`src/rtl/clock_gen.sv`:
```
// CPU clock generator: divides clk_i into a 50%-duty CPU clock with run/stop, single-step,
// halt and selectable speed. Optional button debounce is enabled by defining CLK_GEN_DEBOUNCE_EN.
module clock_gen #(
  parameter int CNT_W         = 32,
  parameter int NUM_SPEEDS    = 4,
  parameter int BASE_HALF     = 12500000,
  parameter int SPEED_DIV     = 10,
  parameter int START_RUNNING = 1,
  parameter int DEB_CYCLES    = 250000
) (
  input  logic                          clk_i,
  input  logic                          rst,
  input  logic                          start_stop_i,
  input  logic                          step_i,
  input  logic                          speed_i,
  input  logic                          halt_i,
  output logic                          clk,
  output logic                          clk_rise_o,
  output logic                          running_o,
  output logic                          halted_o,
  output logic [$clog2(NUM_SPEEDS)-1:0] speed_idx_o
);

  localparam int SPD_W = $clog2(NUM_SPEEDS);
  localparam int TAB_N = 1 << SPD_W;

  typedef logic [TAB_N-1:0][CNT_W-1:0] half_tab_t;

  // Unused table slots repeat the fastest half-period; they are unreachable because the index wraps.
  function automatic half_tab_t build_half_tab();
    half_tab_t tab;
    longint    h;
    h = longint'(BASE_HALF);
    for (int k = 0; k < TAB_N; k++) begin
      tab[k] = CNT_W'(h);
      if (k < NUM_SPEEDS - 1) h = h / longint'(SPEED_DIV);
    end
    return tab;
  endfunction

  localparam half_tab_t HALF_TAB = build_half_tab();

  if (NUM_SPEEDS < 2 || HALF_TAB[NUM_SPEEDS-1] == '0 || DEB_CYCLES < 1) begin : g_bad_cfg
    $error("clock_gen: invalid parameter set");
  end

  typedef enum logic [1:0] {ST_RUN, ST_STOP, ST_STEP, ST_HALT} state_t;

  logic [2:0] btn_raw;
  logic [2:0] sync_p0, sync_p1;
  logic [2:0] btn_lvl, lvl_prev;
  logic [2:0] evt;
  logic       evt_ss, evt_step, evt_spd;

  assign btn_raw = {speed_i, step_i, start_stop_i};

  // Stage p0/p1: two-flop synchroniser for the asynchronous buttons
  always_ff @(posedge clk_i) begin
    if (rst) begin
      sync_p0 <= '0;
      sync_p1 <= '0;
    end else begin
      sync_p0 <= btn_raw;
      sync_p1 <= sync_p0;
    end
  end

`ifdef CLK_GEN_DEBOUNCE_EN
  localparam int DEB_W = $clog2(DEB_CYCLES + 1);

  logic [2:0]            flt;
  logic [2:0][DEB_W-1:0] deb_cnt;

  // A level change is accepted only after it has persisted for DEB_CYCLES cycles
  always_ff @(posedge clk_i) begin
    if (rst) begin
      flt     <= '0;
      deb_cnt <= '0;
    end else begin
      for (int b = 0; b < 3; b++) begin
        if (sync_p1[b] == flt[b]) begin
          deb_cnt[b] <= '0;
        end else if (deb_cnt[b] == DEB_W'(DEB_CYCLES - 1)) begin
          flt[b]     <= sync_p1[b];
          deb_cnt[b] <= '0;
        end else begin
          deb_cnt[b] <= deb_cnt[b] + DEB_W'(1);
        end
      end
    end
  end

  assign btn_lvl = flt;
`else
  assign btn_lvl = sync_p1;
`endif

  always_ff @(posedge clk_i) begin
    if (rst) lvl_prev <= '0;
    else     lvl_prev <= btn_lvl;
  end

  assign evt      = btn_lvl & ~lvl_prev;
  assign evt_ss   = evt[0];
  assign evt_step = evt[1];
  assign evt_spd  = evt[2];

  state_t             state, state_nxt;
  logic [CNT_W-1:0]   cnt, cnt_nxt;
  logic [CNT_W-1:0]   half_cur;
  logic               tc;
  logic               clk_nxt, rise_nxt;
  logic               stop_pend, pend_nxt;
  logic               halt_pend, hpend_nxt;

  assign half_cur = HALF_TAB[speed_idx_o];
  // >= rather than == so a switch to a shorter period toggles at once instead of wrapping
  assign tc       = (cnt >= half_cur - CNT_W'(1));

  always_ff @(posedge clk_i) begin
    if (rst) begin
      state      <= (START_RUNNING != 0) ? ST_RUN : ST_STOP;
      cnt        <= '0;
      clk        <= 1'b0;
      clk_rise_o <= 1'b0;
      stop_pend  <= 1'b0;
      halt_pend  <= 1'b0;
    end else begin
      state      <= state_nxt;
      cnt        <= cnt_nxt;
      clk        <= clk_nxt;
      clk_rise_o <= rise_nxt;
      stop_pend  <= pend_nxt;
      halt_pend  <= hpend_nxt;
    end
  end

  always_comb begin
    state_nxt = state;
    cnt_nxt   = cnt;
    clk_nxt   = clk;
    rise_nxt  = 1'b0;
    pend_nxt  = stop_pend;
    hpend_nxt = halt_pend;
    case (state)
      ST_RUN: begin
        if (!clk && (halt_i || evt_ss)) begin
          state_nxt = halt_i ? ST_HALT : ST_STOP;
          cnt_nxt   = '0;
          pend_nxt  = 1'b0;
          hpend_nxt = 1'b0;
        end else if (tc) begin
          cnt_nxt  = '0;
          clk_nxt  = ~clk;
          rise_nxt = ~clk;
          // A stop requested during the high phase takes effect on its natural falling edge
          if (clk && (stop_pend || halt_i || evt_ss)) begin
            state_nxt = (halt_pend || halt_i) ? ST_HALT : ST_STOP;
            pend_nxt  = 1'b0;
            hpend_nxt = 1'b0;
          end
        end else begin
          cnt_nxt = cnt + CNT_W'(1);
          if (clk && (halt_i || evt_ss)) begin
            pend_nxt  = 1'b1;
            hpend_nxt = halt_pend || halt_i;
          end
        end
      end
      ST_STOP: begin
        cnt_nxt = '0;
        clk_nxt = 1'b0;
        if (evt_ss) begin
          state_nxt = ST_RUN;
        end else if (evt_step) begin
          state_nxt = ST_STEP;
          clk_nxt   = 1'b1;
          rise_nxt  = 1'b1;
        end
      end
      ST_STEP: begin
        hpend_nxt = halt_pend || halt_i;
        if (tc) begin
          state_nxt = (halt_pend || halt_i) ? ST_HALT : ST_STOP;
          cnt_nxt   = '0;
          clk_nxt   = 1'b0;
          hpend_nxt = 1'b0;
        end else begin
          cnt_nxt = cnt + CNT_W'(1);
        end
      end
      default: begin
        cnt_nxt = '0;
        clk_nxt = 1'b0;
      end
    endcase
  end

  always_comb begin
    running_o = (state == ST_RUN);
    halted_o  = (state == ST_HALT);
  end

  always_ff @(posedge clk_i) begin
    if (rst) begin
      speed_idx_o <= '0;
    end else if (evt_spd) begin
      if (speed_idx_o == SPD_W'(NUM_SPEEDS - 1)) speed_idx_o <= '0;
      else                                       speed_idx_o <= speed_idx_o + SPD_W'(1);
    end
  end

endmodule

```
`config.mk`:
```
export PLATFORM = sky130hd
export DESIGN_NAME = clock_gen
export DESIGN_NICKNAME = d
export VERILOG_FILES = /design/src/rtl/clock_gen.sv
export SDC_FILE = /design/constraint.sdc
export NUM_CORES = 1
export LEC_CHECK = 0
export ABC_AREA = 1
export BUFFER_PORTS_ARGS = -buffer_cell sky130_fd_sc_hd__buf_2
export CAP_MARGIN = 10
export CORE_MARGIN = 2
export CORE_UTILIZATION = 30
export DETAILED_ROUTE_END_ITERATION = 8
export PLACE_DENSITY = 0.53
export SYNTH_ARGS = -nofsm -noshare
export SYNTH_HDL_FRONTEND = slang
export SYNTH_SLANG_ARGS = --single-unit
export TNS_END_PERCENT = 10
```
`constraint.sdc`:
```
create_clock -name clk_i -period 7.5 [get_ports clk_i]
set_clock_uncertainty 0.15 [all_clocks]
set_input_delay 1.125 -clock clk_i [delete_from_list [all_inputs] [get_ports clk_i]]
set_output_delay 1.125 -clock clk_i [all_outputs]
set_load 0.01 [all_outputs]
```
Yosys cells after proc, flatten, opt, wreduce, memory -nomap -nowiden

Cells that the tools add are included.

Input port bits: 6
Flip-flop bits (word level): 49
Output and inout bits: 6

Reductions and logical operators: 16
Magnitude comparators: 2
$add $sub $neg: 3
Muxes and demuxes: 33
Eq/ne operators: 13
Bitwise gates (word level): 3

Operator list:

| kind                                                        | number |
|---|---|
| two-way mux 32 bit                                          | 3 |
| binary-select mux 32 bit (select 2 bit)                     | 1 |
| one-hot mux 32 bit (2 select lines)                         | 1 |
| adder 32 x 1 -> 32 bit (second input constant)              | 1 |
| greater-or-equal comparator 32 bit                          | 1 |
| subtractor 32 x 1 -> 32 bit (second input constant)         | 1 |
| two-way mux 2 bit                                           | 9 |
| two-way mux 1 bit                                           | 15 |
| inequality test 3 x 1 -> 1 bit (second input constant)      | 3 |
| AND reduction 3 bit                                         | 3 |
| == test 2 bit (second input constant)                       | 3 |
| one-hot mux 2 bit (3 select lines)                          | 1 |
| nonzero test 3 bit                                          | 2 |
| AND reduction 5 bit                                         | 1 |
| logical OR 1 bit                                            | 4 |
| inequality test 2 bit (second input constant)               | 2 |
| inequality test 4 x 1 -> 1 bit (second input constant)      | 1 |
| inequality test 4 x 2 -> 1 bit (second input constant)      | 1 |
| one-hot mux 1 bit (2 select lines)                          | 2 |
| bitwise AND 3 bit                                           | 1 |
| logical AND 1 bit                                           | 3 |
| less-than comparator 2 x 3 -> 1 bit (second input constant) | 1 |
| inequality test 3 bit (second input constant)               | 1 |
| inverter 3 bit                                              | 1 |
| other kinds (8)                                             | 8 |

Depth between registers and ports, before layout

Depth after elaboration: 8
Depth in mapped cells: 18
Mapped depth without buffers: 18

Worst setup path after synthesis

No wires, ideal clock.

Kind: register to register
Start: register speed_idx_o[1]
End: register cnt[3]
Library setup time: 0.072 ns
Clock period less this slack: 2.588 ns
Path slack: 4.912 ns
Buffers on the path: 1
Data required time: 7.278 ns
Cell stages (with the launch flop): 18
Arrival: 2.366 ns
Cells stage by stage: dfxtp_1 > inv_1 > ha_1 > inv_1 > ha_1 > ha_1 > nand2_1 > nand2_1 > a21oi_1 > nand2_1 > nand2_1 > nand2_1 > nand2_1 > nand2_2 > nor2_4 > inv_2 > buf_6 > nor3b_2

Longest elaborated chain between the ends: 7

Ends and longest elaborated chain:

| what                                       | RTL line | text |
|---|---|---|
| start, declared                            | 21       | `output logic [$clog2(NUM_SPEEDS)-1:0] speed_idx_o` |
| start signal, assigned                     | 209      | `else speed_idx_o <= speed_idx_o + SPD_W'(1);` |
| binary-select mux 32 bit (select 2 bit) *  | 116      | `assign half_cur = HALF_TAB[speed_idx_o];` |
| two-way mux 32 bit (implied by the code) * | 116      |  |
| subtractor 32 x 1 -> 32 bit *              | 118      | `assign tc = (cnt >= half_cur - CNT_W'(1));` |
| greater-or-equal comparator 32 bit *       | 118      |  |
| two-way mux 32 bit *                       | 152, 183 |  |
| two-way mux 32 bit                         | 147      | `if (!clk && (halt_i \|\| evt_ss)) begin` |
| one-hot mux 32 bit (2 select lines) *      | 145      | `case (state)` |
| end signal, assigned                       | 130      | `cnt <= cnt_nxt;` |
| end, declared                              | 109      | `logic [CNT_W-1:0] cnt, cnt_nxt;` |

Every way passes the cells marked *; elsewhere a longest branch is shown, timed or not. The select of a mux whose other input is x is not followed.
A chain may end at the register's enable or synchronous reset.

Worst setup path in the final report

Same ends and word-level chain as after synthesis.

==> metrics <==
fin. max-slew vios 0; DRC viols 0; synthesized area per cell 7.770 um^2; power share of the sequential group 47.2%; largest net degree at the start of global routing 21; CP top delay family simple AND/OR/NAND/NOR gates; Synth top area share 34.49%; grt ovf 0; IO buf count 11; post-CTS setup buffer count 0; Syn. warnings 0; Routed wire per std cell 10.60 um; ys flop type dfxtp_1; io pins 12; CP Class reg -> reg; sw frac 29.24%; required time worst endpoint 7.58 ns; vias in the first global route 2164; Synth Register Bits 49; Core ar. 0.009240 mm^2; CTS max path bufs 2; Yosys top cell by area dfxtp_1; worst vdd ir 0.1332 mV; Root Buffer clkbuf_8; async set or reset register ratio after synthesis 0%; dominant cells by area after synthesis dfxtp_1 34%, ha_1 16%, nand2_1 8.3%; Vias 2216; Leak 1.432 nW; Sum Neg Setup Slack 0 ns; CP endpoint kind register; CP arrival 2.96 ns; max_cap viols 0; post-cts gate resize count 0; DRT iter0 DRCs 45; sequential share of the synthesized area 34.49%; first-pass GRT wire length 9.618 mm; P_sw 0.0001796 W; Worst-path clk slew 0.09 ns; Rows 35; CP Launch Type register; Worst Tran Pin Value 0.4976 ns; final period utilization 38.28%; all-layer global routing usage 11.68%; Slowest-stage cell, CP dfxtp_1; Fmax 0.3483 GHz; Final Hold Violating Endpoints 0; worst-path fanout max 20; final net count 430; clk_lat worst skew 0.30 ns; WP buf/inv 3; # fillers 997; EDFF count, synth 0; cell area power density 192.9 mW/mm^2; htree depth 2; Final Setup Violations 0; Clock Power Share 31.7%; P_int 0.0004345 W; CTS Sinks 49; post-route minimum period 2.871 ns; peak per-stage delay on the critical path 0.52 ns; synth unique cells 40; outcome finished, final reports clean; DR vias/cell 4.278; gate count after technology mapping 366; Hold WC Path Type reg -> reg; CTS tree built; antenna violations before repair 0; Pre-Repair DR Iteration Count 4; Worst slew margin 66.57%; Initial Util 30.78%; Core Util, Final 34.45%; HPWL after detailed placement 4.404 mm; CTS buffer count 5; Placed Area 0.003067 mm^2; Gate power share 21.1%; mapped cell area 0.002844 mm^2; total wire length 5.490 mm; die area 0.01027 mm^2; post-route ant nets 0; RSZ-0062 raised after global routing false; layout cells sized above 1 12.60%; diode count 0; Post-CTS Hold Buffers 0; final instance area 0.003183 mm^2; GP Congestion 0.8597; Die Ht 101.4 um; synthesis-to-finish area growth 11.92%; CP dominant cell by count nand2_1; die width 101.4 um; critical path cell sequence inv_1, ha_1, inv_1, ha_1, ha_1, nand2_1, nand2_1, a21oi_1, nand2_1, nand2_1, nand2_1, nand2_1, nand2_2, nor2_4, inv_2, nor3b_2
-- final timing paths --
path | slack [ns] | cells after the start | start | to
worst min-delay path | 0.25 | 2 | sync_p0[2]$_SDFF_PP0_ | btn_lvl[2]$_SDFF_PP0_
worst max register to register | 4.63 | 16 | speed_idx_o[1]$_SDFFE_PP0P_ | cnt[3]$_SDFF_PP0_
worst max-delay path | 4.63 | 16 | speed_idx_o[1]$_SDFFE_PP0P_ | cnt[3]$_SDFF_PP0_
worst min register to register | 0.25 | 2 | sync_p0[2]$_SDFF_PP0_ | btn_lvl[2]$_SDFF_PP0_
-- logic make-up (layout without fill, tap and decap cells) --
group	after synthesis	in the layout	share of synthesized area, %
compound gates	38	38	8.271
xor+xnor	12	12	3.696
fa+ha+maj	36	36	15.84
buf+inv	58	74	7.963
flops	49	49	34.49
other cells	2	9	0.2641
simple gates	171	171	29.48
-- synth_stat cells (4+ instances only) --
library cell   n
a21oi_1       16
dfxtp_1       49
ha_1          36
inv_1         52
nand2_1       63
nand2_2        5
nand3_1       14
nor2_1        56
nor2_4         7
nor3_1         6
o21ai_0        6
xnor2_1        4
xor2_1         8
-- worst reg2reg max path, stage by stage (launching register included) --
cell	delay (ns)
dfxtp_1	0.52
inv_1	0.17
ha_1	0.26
inv_1	0.07
ha_1	0.22
ha_1	0.28
nand2_1	0.07
nand2_1	0.05
a21oi_1	0.11
nand2_1	0.06
nand2_1	0.05
nand2_1	0.05
nand2_1	0.12
nand2_2	0.11
nor2_4	0.15
inv_2	0.18
nor3b_2	0.19
-- power groups by stage --
stage	logic, W	registers, W	clock network, W
floorplan	0.0000966	0.000295	0
global placement	0.000129	0.000295	0
detailed placement	0.000130	0.000296	0
CTS	0.000131	0.000290	0.000203
global route	0.000151	0.000293	0.000217
finish	0.000130	0.000290	0.000195
-- cells in the final DEF (no fill, tap or decap), types with 7 or more instances in the layout --
master   netlist  routed
inv_1         52      52
ha_1          36      36
xor2_1         8       8
nor2_1        56      56
nand2_1       63      63
dfxtp_1       49      49
conb_1         2       9
nand3_1       14      14
buf_2          1      11
a21oi_1       16      16
nor2_4         7       7
-- metrics by stage --
step	hold slack, ns	power [W]	std cells	setup slack [ns]
6_report	0.2533	0.0006141	518	4.629
3_3_place_gp	0.2439	0.0004244	510	4.737
5_1_grt	0.2811	0.0006606	518	4.370
3_5_place_dp	0.2461	0.0004258	510	4.636
2_1_floorplan	0.2383	0.0003915	373	4.912
4_1_cts	0.2524	0.0006241	518	4.613
-- area by class of cell --
class	instances	area, um^2	area share [%]
tap	129	161.4	5.071
multi-input combinational	266	1663	52.24
inverter	55	206.4	6.486
sequential	49	980.9	30.82
clock buffer	7	86.33	2.712
timing repair buffer	11	55.05	1.730
clock inverter	1	30.03	0.9434
-- layer usage --
layer  global-route usage (%)  part of all wire [%]  vias to the layer above
li1                         -                     -                     1195
met1                    15.18                    50                      984
met2                    19.41                    45                       29
met3                    2.484                   3.0                        8
met4                    3.638                   2.0                        0
met5                        0                     0                        -
-- registers in the layout (all words and copies together) (netlist names) --
name	cells
state	2
clk_rise_o	1
speed_idx_o	2
btn_lvl	3
halt_pend	1
lvl_prev	3
stop_pend	1
cnt	32
clk	1
sync_p0	3
No activity file was read; power rests on OpenSTA's default activity.
